`src/rtl/if_id_hazard_controller.sv`:
```
// if_id_hazard_controller: IF/ID hold, PC enable, flush and bubble sequencing for load-use, redirect and lwn/swn.
module if_id_hazard_controller #(
    parameter int NEXTRA = 1,
    parameter int CNT_W  = 16
) (
    input  logic             clk,
    input  logic             reset,
    input  logic [5:0]       if_id_opcode,
    input  logic [5:0]       if_id_funct,
    input  logic [4:0]       if_id_rs,
    input  logic [4:0]       if_id_rt,
    input  logic             if_id_uses_rt,
    input  logic             id_ex_mem_read,
    input  logic [4:0]       id_ex_rt,
    input  logic             redirect,
    output logic             Stall_Or_Not,
    output logic             pc_write,
    output logic             if_id_flush,
    output logic             id_ex_bubble,
    output logic [2:0]       micro_phase,
    output logic [CNT_W-1:0] stall_cycles
);
    typedef enum logic [1:0] {RUN, LU_STALL, MULTI, FLUSH} state_t;
    state_t state, state_n;
    logic [2:0] micro_n;
    logic multi_done, multi_done_n, multi_op, load_use, multi_end;
    assign multi_op = if_id_opcode == 6'b000001 && (if_id_funct == 6'b100001 || if_id_funct == 6'b010011);
    assign load_use = id_ex_mem_read && id_ex_rt != 5'd0 &&
                      (id_ex_rt == if_id_rs || (if_id_uses_rt && id_ex_rt == if_id_rt));
    assign multi_end = state == MULTI && micro_phase == 3'(NEXTRA);
    // Outputs decode straight from registered state, so they only change on posedge.
    assign Stall_Or_Not = state == LU_STALL || state == MULTI;
    assign pc_write     = !Stall_Or_Not;
    assign if_id_flush  = state == FLUSH;
    assign id_ex_bubble = state == LU_STALL || state == FLUSH;
    always_comb begin
        state_n      = RUN;
        micro_n      = 3'd0;
        multi_done_n = state == RUN ? 1'b0 : multi_done;
        if (redirect) begin
            state_n      = FLUSH;
            multi_done_n = 1'b0;
        end else if (state == RUN && load_use) begin
            state_n = LU_STALL;
        end else if (state == RUN && multi_op && !multi_done) begin
            state_n = MULTI;
            micro_n = 3'd1;
        end else if (state == MULTI) begin
            state_n      = multi_end ? RUN : MULTI;
            micro_n      = multi_end ? 3'd0 : micro_phase + 3'd1;
            multi_done_n = multi_end;
        end
    end
    always_ff @(posedge clk or posedge reset) begin
        if (reset) begin
            state        <= RUN;
            micro_phase  <= 3'd0;
            multi_done   <= 1'b0;
            stall_cycles <= '0;
        end else begin
            state        <= state_n;
            micro_phase  <= micro_n;
            multi_done   <= multi_done_n;
            stall_cycles <= (Stall_Or_Not && stall_cycles != '1) ? stall_cycles + 1'b1 : stall_cycles;
        end
    end
endmodule

```
`config.mk`:
```
export PLATFORM = sky130hd
export DESIGN_NAME = if_id_hazard_controller
export DESIGN_NICKNAME = d
export VERILOG_FILES = /design/src/rtl/if_id_hazard_controller.sv
export SDC_FILE = /design/constraint.sdc
export NUM_CORES = 1
export LEC_CHECK = 0
export ABC_AREA = 1
export BUFFER_PORTS_ARGS = -buffer_cell sky130_fd_sc_hd__buf_4
export CORE_ASPECT_RATIO = 0.75
export CORE_MARGIN = 2
export CORE_UTILIZATION = 30
export CTS_CLUSTER_SIZE = 25
export DETAILED_ROUTE_END_ITERATION = 8
export PLACE_DENSITY = 0.54
export SLEW_MARGIN = 0
export SYNTH_ARGS = -nofsm -noshare
export SYNTH_HDL_FRONTEND = slang
export SYNTH_SLANG_ARGS = --single-unit
```
`constraint.sdc`:
```
create_clock -name clk -period 3.8 [get_ports clk]
set_input_delay 0 -clock clk [delete_from_list [all_inputs] [get_ports clk]]
set_output_delay 0 -clock clk [all_outputs]
set_load 0.02 [all_outputs]
```
==> impl_metrics.ini, run 1 <==
[outcome]
status = finished, final reports clean

[synthesis]
synth-seq-cells = 22
synth_area_leaders = dfrtp_1 34%, nand2_1 20%, inv_1 8.8%
ys.warnings.count = 0
synth_area_sq_um = 1630
synth_cell_types = 24
yosysTopAreaCell = dfrtp_1
synthCells = 244
synth_top_area_share_pct = 33.8
ys_seq_area_share_pct = 33.8
syn_area_per_cell_sq_um = 6.67
synth_nets = 283

[floorplan]
dieArea_sq_um = 6040
coreArea_sq_um = 5300
die_h_microns = 67.8
ios = 55
die-width_microns = 89.1
initial_core_util_pct = 30.7
rows = 23

[finish]
drive_above_1_share_pct = 23.2
final_util_pct = 41.2
layout.nets = 342
syn_to_final_growth_pct = 34.1
final_cell_area_sq_um = 2180
diodes = 0
final_cell_mix = 88 x nand2_1, 54 x buf_4, 38 x inv_1, 30 x nor2_1, 22 x dfrtp_1
multiInputGateArea_sq_um = 910
fill_cells = 557
layout_commonest_cell = nand2_1
fin_cells = 377
seqCellArea_sq_um = 551

[setup_path]
cpPeakStageDelay_ns = 0.43
worst-path-buf-inv = 1
ff2ff_setup_slack_ns = 2.11
path_cells = ha_1 > nand3_1 > nor2_2 > nand3_2 > nand2_4 > inv_4 > nand2_1 > o21ai_0
start_kind = register
reg2reg_to = stall_cycles[14]$_DFFE_PP0P_
cp_max_fo = 18
r2r-start = stall_cycles[0]$_DFFE_PP0P_
arrival_ns = 1.83
crit_end = stall_cycles[14]$_DFFE_PP0P_
cp-end-kind = register
worstRegToRegCells = 8
path_depth = 8
slowest_stage = dfrtp_1
cp_top_family = simple AND/OR/NAND/NOR gates
crit_start = stall_cycles[0]$_DFFE_PP0P_
critPathKind = reg2reg
required_ns = 3.94

[timing]
fmax_ghz = 0.593
worstMarginPinSlew_ns = 0.883
whs_ns = 0.134
setup_viol = 0
fin_tns_setup_ns = 0
layout_worst_path_cycle_share_pct = 44.3
rsz0062_at_grt = no
finalMaxSlewViolations = 0
fin_crit_ns = 1.69
finClkSkew_ns = 0.00716
hold_violations = 0
max_slew_margin_pct = 41.1
worst_slack_ns = 2.11

[placed_design]
hpwl_microns = 3140
placed_cells = 371
dp_slack_ns = 2.14
place.gp.congestion = 0.790
portBuffers = 54
placed_area_sq_um = 2110

[drt]
vias_per_cell = 4.28
drc = 0
ant_nets = 0
vias = 1613
wire_per_inst_microns = 10.5
dr.pass1.iters = 6
wirelength_microns = 3940
first_iter_violations = 87

[clock_network]
htreeDepth = 1
cts_root_buf = clkbuf_8
cts_buffers = 3
numClockSinks = 22
tritoncts = done
clk_latency_ns = 0.26
clk_pin_slew_ns = 0.08
cts_buffer_depth = 2

[hold_path]
worstHoldPathType = in2reg

[grt]
antenna_found_initial = 0
track_usage_pct = 14.4
grt_max_degree = 23
grt_pass1_wl_microns = 6930
overflow = 0
grt_pass1_vias = 1526

[power]
ir_drop_uv = 279
p_int_mw = 0.470
p_total_mw = 0.735
power.leakage_nw = 1.16
power_frac_clock_pct = 23.1
swShare_pct = 36.0
powerDensity_nw_per_um2 = 337
sequentialPowerShare_pct = 41.9
combPwrFrac_pct = 35.1
p_switching_mw = 0.264

[run]
cap_viol_max_count = 0
==> worst reg2reg max path: cells and delay by family (launching register included) <==
| kind | cells | cell delay, ns |
|---|---|---|
| flops | 1 | 0.43 |
| buf+inv | 1 | 0.12 |
| compound gates | 1 | 0.07 |
| fa+ha+maj | 1 | 0.26 |
| simple gates | 5 | 0.70 |
==> power by group through the flow <==
stage	clock (mW)	combinational (mW)	sequential (mW)
6_report	0.169	0.258	0.308
5_1_grt	0.188	0.290	0.315
4_1_cts	0.175	0.260	0.308
3_5_place_dp	0	0.256	0.312
3_3_place_gp	0	0.260	0.311
2_1_floorplan	0	0.126	0.338
==> Yosys cell counts <==
library cell  count
buf_4             1
nor3_2            2
nand3_2           2
xor2_1            5
o21ai_2           3
nand2_4           1
nand2_1          88
buf_6             1
nand2_2           1
nor2_2            1
or2_2             1
dfrtp_1          22
nand4_1           5
nor3_1            2
nor2_1           30
o21ai_0           7
a21oi_1           3
o21a_1            1
ha_1              7
inv_1            38
nand3b_1          3
inv_4             1
nand3_1          13
xnor2_1           6
==> worst min path at each step <==
stage,start,to,slack (ns),depth (start not counted)
floorplan,reset,micro_phase[0]$_DFF_PP0_,-0.01,1
global placement,redirect,state[1]$_DFF_PP0_,0.20,3
detailed placement,redirect,state[1]$_DFF_PP0_,0.20,3
CTS,id_ex_mem_read,state[1]$_DFF_PP0_,0.13,6
global route,id_ex_mem_read,state[1]$_DFF_PP0_,0.23,6
finish,id_ex_mem_read,state[1]$_DFF_PP0_,0.13,6
==> logic make-up after synthesis <==
| kind of cell | share of synthesized area (%) |
|---|---|
| xor+xnor | 5.92 |
| simple gates | 39.4 |
| fa+ha+maj | 5.38 |
| compound gates | 5.15 |
| flops | 33.8 |
| buf+inv | 10.3 |
==> final cells by class <==
type                            instances  share of cell area, %
Clock buffer                            4                   2.52
Inverter                               39                   6.82
Multi-Input combinational cell        181                   41.7
Sequential cell                        22                   25.2
Tap cell                               75                   4.30
Timing Repair Buffer                   56                   19.5
==> metal layers <==
metal | vias to the layer above | share of wire [%] | global-route usage, %
li1 | 868 | - | -
met1 | 705 | 55 | 21.9
met2 | 38 | 40 | 21.8
met3 | 2 | 4.8 | 2.93
met4 | 0 | 0.20 | 1.12
met5 | - | 0 | 0
==> what timing repair did <==
action                     in CTS  in global routing
hold buffers                    2                  0
setup endpoints to repair       0                  0
hold endpoints to repair       23                  0
setup buffers                   0                  0
gates resized for setup         0                  0
==> registers in the layout, indices dropped and copies added (netlist names) <==
signal and cells:
micro_phase 3, multi_done 1, stall_cycles 16, state 2
Power figures use the tool's default switching activity.
==> run 2: changes to the inputs <==
==> constraint.sdc (replaced) <==
create_clock -name clk -period 1.56 [get_ports clk]
set_input_delay 0 -clock clk [delete_from_list [all_inputs] [get_ports clk]]
set_output_delay 0 -clock clk [all_outputs]
set_load 0.02 [all_outputs]
==> impl_metrics.ini, run 2 (synthesis results as in run 1) <==
[finish]
drive_above_1_share_pct = 26.7
final_cell_area_sq_um = 2270
syn_to_final_growth_pct = 39.2
largest-register = stall_cycles
largestRegisters = stall_cycles x16, micro_phase x3, state x2
seqCellArea_sq_um = 554
layout.nets = 351
final_cell_mix = 88 x nand2_1, 63 x buf_4, 38 x inv_1, 30 x nor2_1, 19 x dfrtp_1
fin_cells = 386
diodes = 0
layout_commonest_cell = nand2_1
final_util_pct = 42.8
largest_register_ffs = 16
fill_cells = 569
multiInputGateArea_sq_um = 921

[grt]
track_usage_pct = 14.8
grt_pass1_wl_microns = 6830
grt_pass1_vias = 1469
use_met3_pct = 3.30
overflow = 0
grt_max_degree = 23
antenna_found_initial = 0
grt_use_met1_pct = 22.4
busiest_layer = met1
grt_use_met2_pct = 21.7

[clock_network]
htreeDepth = 1
cts_buffers = 3
clk_pin_slew_ns = 0.08
cts_buffer_depth = 2
cts_root_buf = clkbuf_8
clk_latency_ns = 0.27
tritoncts = done
numClockSinks = 22

[power]
power.leakage_nw = 1.21
ir_drop_uv = 850
powerDensity_nw_per_um2 = 824
p_total_mw = 1.87

[placed_design]
placed_area_sq_um = 2170
portBuffers = 54
placed_cells = 379
place.gp.congestion = 0.832
dp_slack_ns = 0.0460
hpwl_microns = 3240

[drt]
vias_per_cell = 4.12
dr.pass1.iters = 4
wirelength_microns = 4080
wire_per_inst_microns = 10.6
first_iter_violations = 107
vias = 1591
ant_nets = 0
drc = 0

[floorplan]
coreArea_sq_um = 5300
dieArea_sq_um = 6040
die_h_microns = 67.8
rows = 23
ios = 55
die-width_microns = 89.1
initial_core_util_pct = 30.7

[setup_path]
cp-end-kind = register
arrival_ns = 1.58
start_kind = register
required_ns = 1.71
critPathKind = reg2reg
cp_max_fo = 18

[timing]
whs_ns = 0.116
layout_worst_path_cycle_share_pct = 91.5
finalMaxSlewViolations = 0
finClkSkew_ns = 0.00372
setup_viol = 0
fin_crit_ns = 1.43
worstMarginPinSlew_ns = 0.349
worst_slack_ns = 0.132
fin_tns_setup_ns = 0
hold_violations = 0
fmax_ghz = 0.700
max_slew_margin_pct = 76.6

[hold_path]
worstHoldPathType = in2reg

[run]
cap_viol_max_count = 0

[outcome]
status = finished, final reports clean
## run 2: cell count changes in the layout (fill, tap and decap cells not counted), sizes merged
cell	previous run	this run
buf	54	63
## run 2: power breakdown
group / total (mW) / internal [mW] / switching (mW)
clock: 0.418 / 0.225 / 0.192
combinational: 0.698 / 0.318 / 0.380
sequential: 0.751 / 0.651 / 0.0999
## run 2: worst max-delay path: stages (launching register included)
cell	delay [ns]
dfrtp_2	0.39
ha_1	0.20
nand3_2	0.11
nor2_2	0.14
nand3_2	0.10
nand2_4	0.10
inv_4	0.10
nand2_1	0.08
o21ai_0	0.07
## run 2: final cells by class
| class | instances | share of cell area (%) |
|---|---|---|
| clock buffers | 4 | 2.43 |
| inverters | 39 | 6.57 |
| multi-input cells | 181 | 40.6 |
| flip-flops and latches | 22 | 24.5 |
| well taps | 75 | 4.14 |
| repair buffers | 65 | 21.8 |
## run 2: path summary, 6_finish.rpt
kind,from,slack [ns],cells past startpoint,endpoint
setup reg to reg,stall_cycles[1]$_DFFE_PP0P_,0.13,8,stall_cycles[14]$_DFFE_PP0P_
hold / removal,id_ex_mem_read,0.12,6,state[1]$_DFF_PP0_
max in group asynchronous,reset,1.00,4,stall_cycles[3]$_DFFE_PP0P_
hold reg to reg,stall_cycles[1]$_DFFE_PP0P_,0.53,2,stall_cycles[1]$_DFFE_PP0P_
min in group asynchronous,reset,0.32,4,micro_phase[0]$_DFF_PP0_
setup / recovery,stall_cycles[1]$_DFFE_PP0P_,0.13,8,stall_cycles[14]$_DFFE_PP0P_
## run 2: timing repair
item                                    in CTS  in global routing
endpoints found under the setup margin       0                 13
setup buffers                                0                  1
resized for setup                            0                  3
endpoints found under the hold margin       23                  0
hold buffers                                 2                  0
## run 2: layer usage
layer,wire (microns),vias to the layer above
li1,-,879
met1,2180,683
met2,1720,29
met3,180,0
met4,0,0
met5,0,-
==> run 3: changes to the inputs <==
--- a/config.mk
+++ b/config.mk
@@ -7,12 +7,14 @@
 export LEC_CHECK = 0
 export ABC_AREA = 1
 export BUFFER_PORTS_ARGS = -buffer_cell sky130_fd_sc_hd__buf_4
+export CELL_PAD_IN_SITES_DETAIL_PLACEMENT = 1
+export CELL_PAD_IN_SITES_GLOBAL_PLACEMENT = 2
 export CORE_ASPECT_RATIO = 0.75
 export CORE_MARGIN = 2
-export CORE_UTILIZATION = 30
+export CORE_UTILIZATION = 26
 export CTS_CLUSTER_SIZE = 25
 export DETAILED_ROUTE_END_ITERATION = 8
-export PLACE_DENSITY = 0.54
+export PLACE_DENSITY = 0.81
 export SLEW_MARGIN = 0
 export SYNTH_ARGS = -nofsm -noshare
 export SYNTH_HDL_FRONTEND = slang
==> impl_metrics.ini, run 3 (synthesis results as in run 1) <==
[drt]
wire_per_inst_microns = 12.0
vias_per_cell = 4.33
ant_nets = 0
dr.pass1.iters = 4
vias = 1703
wirelength_microns = 4720
first_iter_violations = 81
drc = 0

[grt]
track_usage_pct = 14.3
grt_max_degree = 23
grt_pass1_vias = 1626
antenna_found_initial = 0
overflow = 0
grt_pass1_wl_microns = 7800

[power]
power_frac_clock_pct = 22.3
p_switching_mw = 0.704
ir_drop_uv = 640
p_int_mw = 1.21
power.leakage_nw = 1.23
combPwrFrac_pct = 38.5
sequentialPowerShare_pct = 39.2
p_total_mw = 1.91
swShare_pct = 36.8
powerDensity_nw_per_um2 = 827

[run]
cap_viol_max_count = 0

[finish]
multiInputGateArea_sq_um = 933
largest_register_ffs = 16
fill_cells = 763
largestRegisters = stall_cycles x16, micro_phase x3, state x2
final_util_pct = 39.1
final_cell_mix = 88 x nand2_1, 67 x buf_4, 38 x inv_1, 29 x nor2_1, 20 x dfrtp_1
layout.nets = 355
largest-register = stall_cycles
drive_above_1_share_pct = 28.3
syn_to_final_growth_pct = 42.1
layout_commonest_cell = nand2_1
seqCellArea_sq_um = 553
diodes = 0

[clock_network]
cts_buffers = 3
tritoncts = done
clk_pin_slew_ns = 0.08
htreeDepth = 1
cts_root_buf = clkbuf_8
clk_latency_ns = 0.27
cts_buffer_depth = 2
numClockSinks = 22

[setup_path]
required_ns = 1.72
cp_max_fo = 18
critPathKind = reg2reg
start_kind = register
arrival_ns = 1.62
worstRegToRegCells = 8
cp-end-kind = register

[timing]
worst_slack_ns = 0.0907
finClkSkew_ns = 0.00153
max_slew_margin_pct = 77.7
finalMaxSlewViolations = 0
worstMarginPinSlew_ns = 0.333
layout_worst_path_cycle_share_pct = 94.2
rsz0062_at_grt = yes
fmax_ghz = 0.681
setup_viol = 0
fin_crit_ns = 1.47
fin_tns_setup_ns = 0
hold_violations = 0

[hold_path]
worstHoldPathType = in2reg
hold_depth = 6

[floorplan]
coreArea_sq_um = 5920
rows = 24
ios = 55
dieArea_sq_um = 6920
die-width_microns = 95.4
initial_core_util_pct = 27.5
die_h_microns = 72.5

[placed_design]
place.gp.congestion = 0.788
hpwl_microns = 3810
portBuffers = 54
dp_slack_ns = 0.000375

[outcome]
status = finished, final reports clean
-- run 3: area by class of cell --
type / instances / share of cell area [%]
timing repair buffer: 69 / 22.6
tap: 78 / 4.22
multi-input combinational: 181 / 40.3
sequential: 22 / 23.9
clock buffer: 4 / 2.38
inverter: 39 / 6.54
-- run 3: power by group through the flow --
stage	sequential [mW]	combinational, mW	clock (mW)
finish	0.750	0.737	0.427
global route	0.763	0.817	0.471
CTS	0.746	0.715	0.441
floorplan	0.828	0.306	0
detailed placement	0.757	0.704	0
global placement	0.754	0.698	0
-- run 3: path summary, 6_finish.rpt --
path                                        startpoint                      endpoint  slack [ns]
setup / recovery           stall_cycles[1]$_DFFE_PP0P_  stall_cycles[14]$_DFFE_PP0P_        0.09
min in group asynchronous                        reset   stall_cycles[4]$_DFFE_PP0P_        0.33
hold reg to reg            stall_cycles[9]$_DFFE_PP0P_   stall_cycles[9]$_DFFE_PP0P_        0.53
setup reg to reg           stall_cycles[1]$_DFFE_PP0P_  stall_cycles[14]$_DFFE_PP0P_        0.09
hold / removal                          id_ex_mem_read            state[1]$_DFF_PP0_        0.12
max in group asynchronous                        reset   stall_cycles[1]$_DFFE_PP0P_        0.99
-- run 3: per-stage QoR --
| stage | hold slack, ns | cell area [sq um] | cells |
|---|---|---|---|
| after CTS | 0.128 | 2260 | 390 |
| final | 0.123 | 2310 | 393 |
| after global routing | 0.153 | 2310 | 393 |
| after floorplan | -0.0109 | 1630 | 244 |
| after detailed placement | 0.0683 | 2190 | 384 |
| after global placement | 0.0686 | 2190 | 384 |
-- run 3: layer usage --
layer	share of wire, %	GRT usage (%)	vias up
met5	0	0	-
met4	0.45	2.42	0
met3	3.2	2.80	3
met2	42	20.7	29
li1	-	-	890
met1	54	22.2	781
-- run 3: critical path, cell delays in order, from the launching register on --
cell     delay, ns
dfrtp_2       0.40
ha_2          0.20
nand3_2       0.12
nor2_4        0.16
nand3_2       0.09
nand2_4       0.14
inv_6         0.10
nand2_1       0.07
o21ai_0       0.07
-- run 3: repair_timing --
item | 4_1_cts | 5_1_grt
resized for setup | 0 | 7
pin swaps | 1 | 2
hold buffers | 2 | 0
endpoints found under the hold margin | 23 | 0
setup buffers | 0 | 3
gates cloned | 0 | 0
setup endpoints to repair | 2 | 15
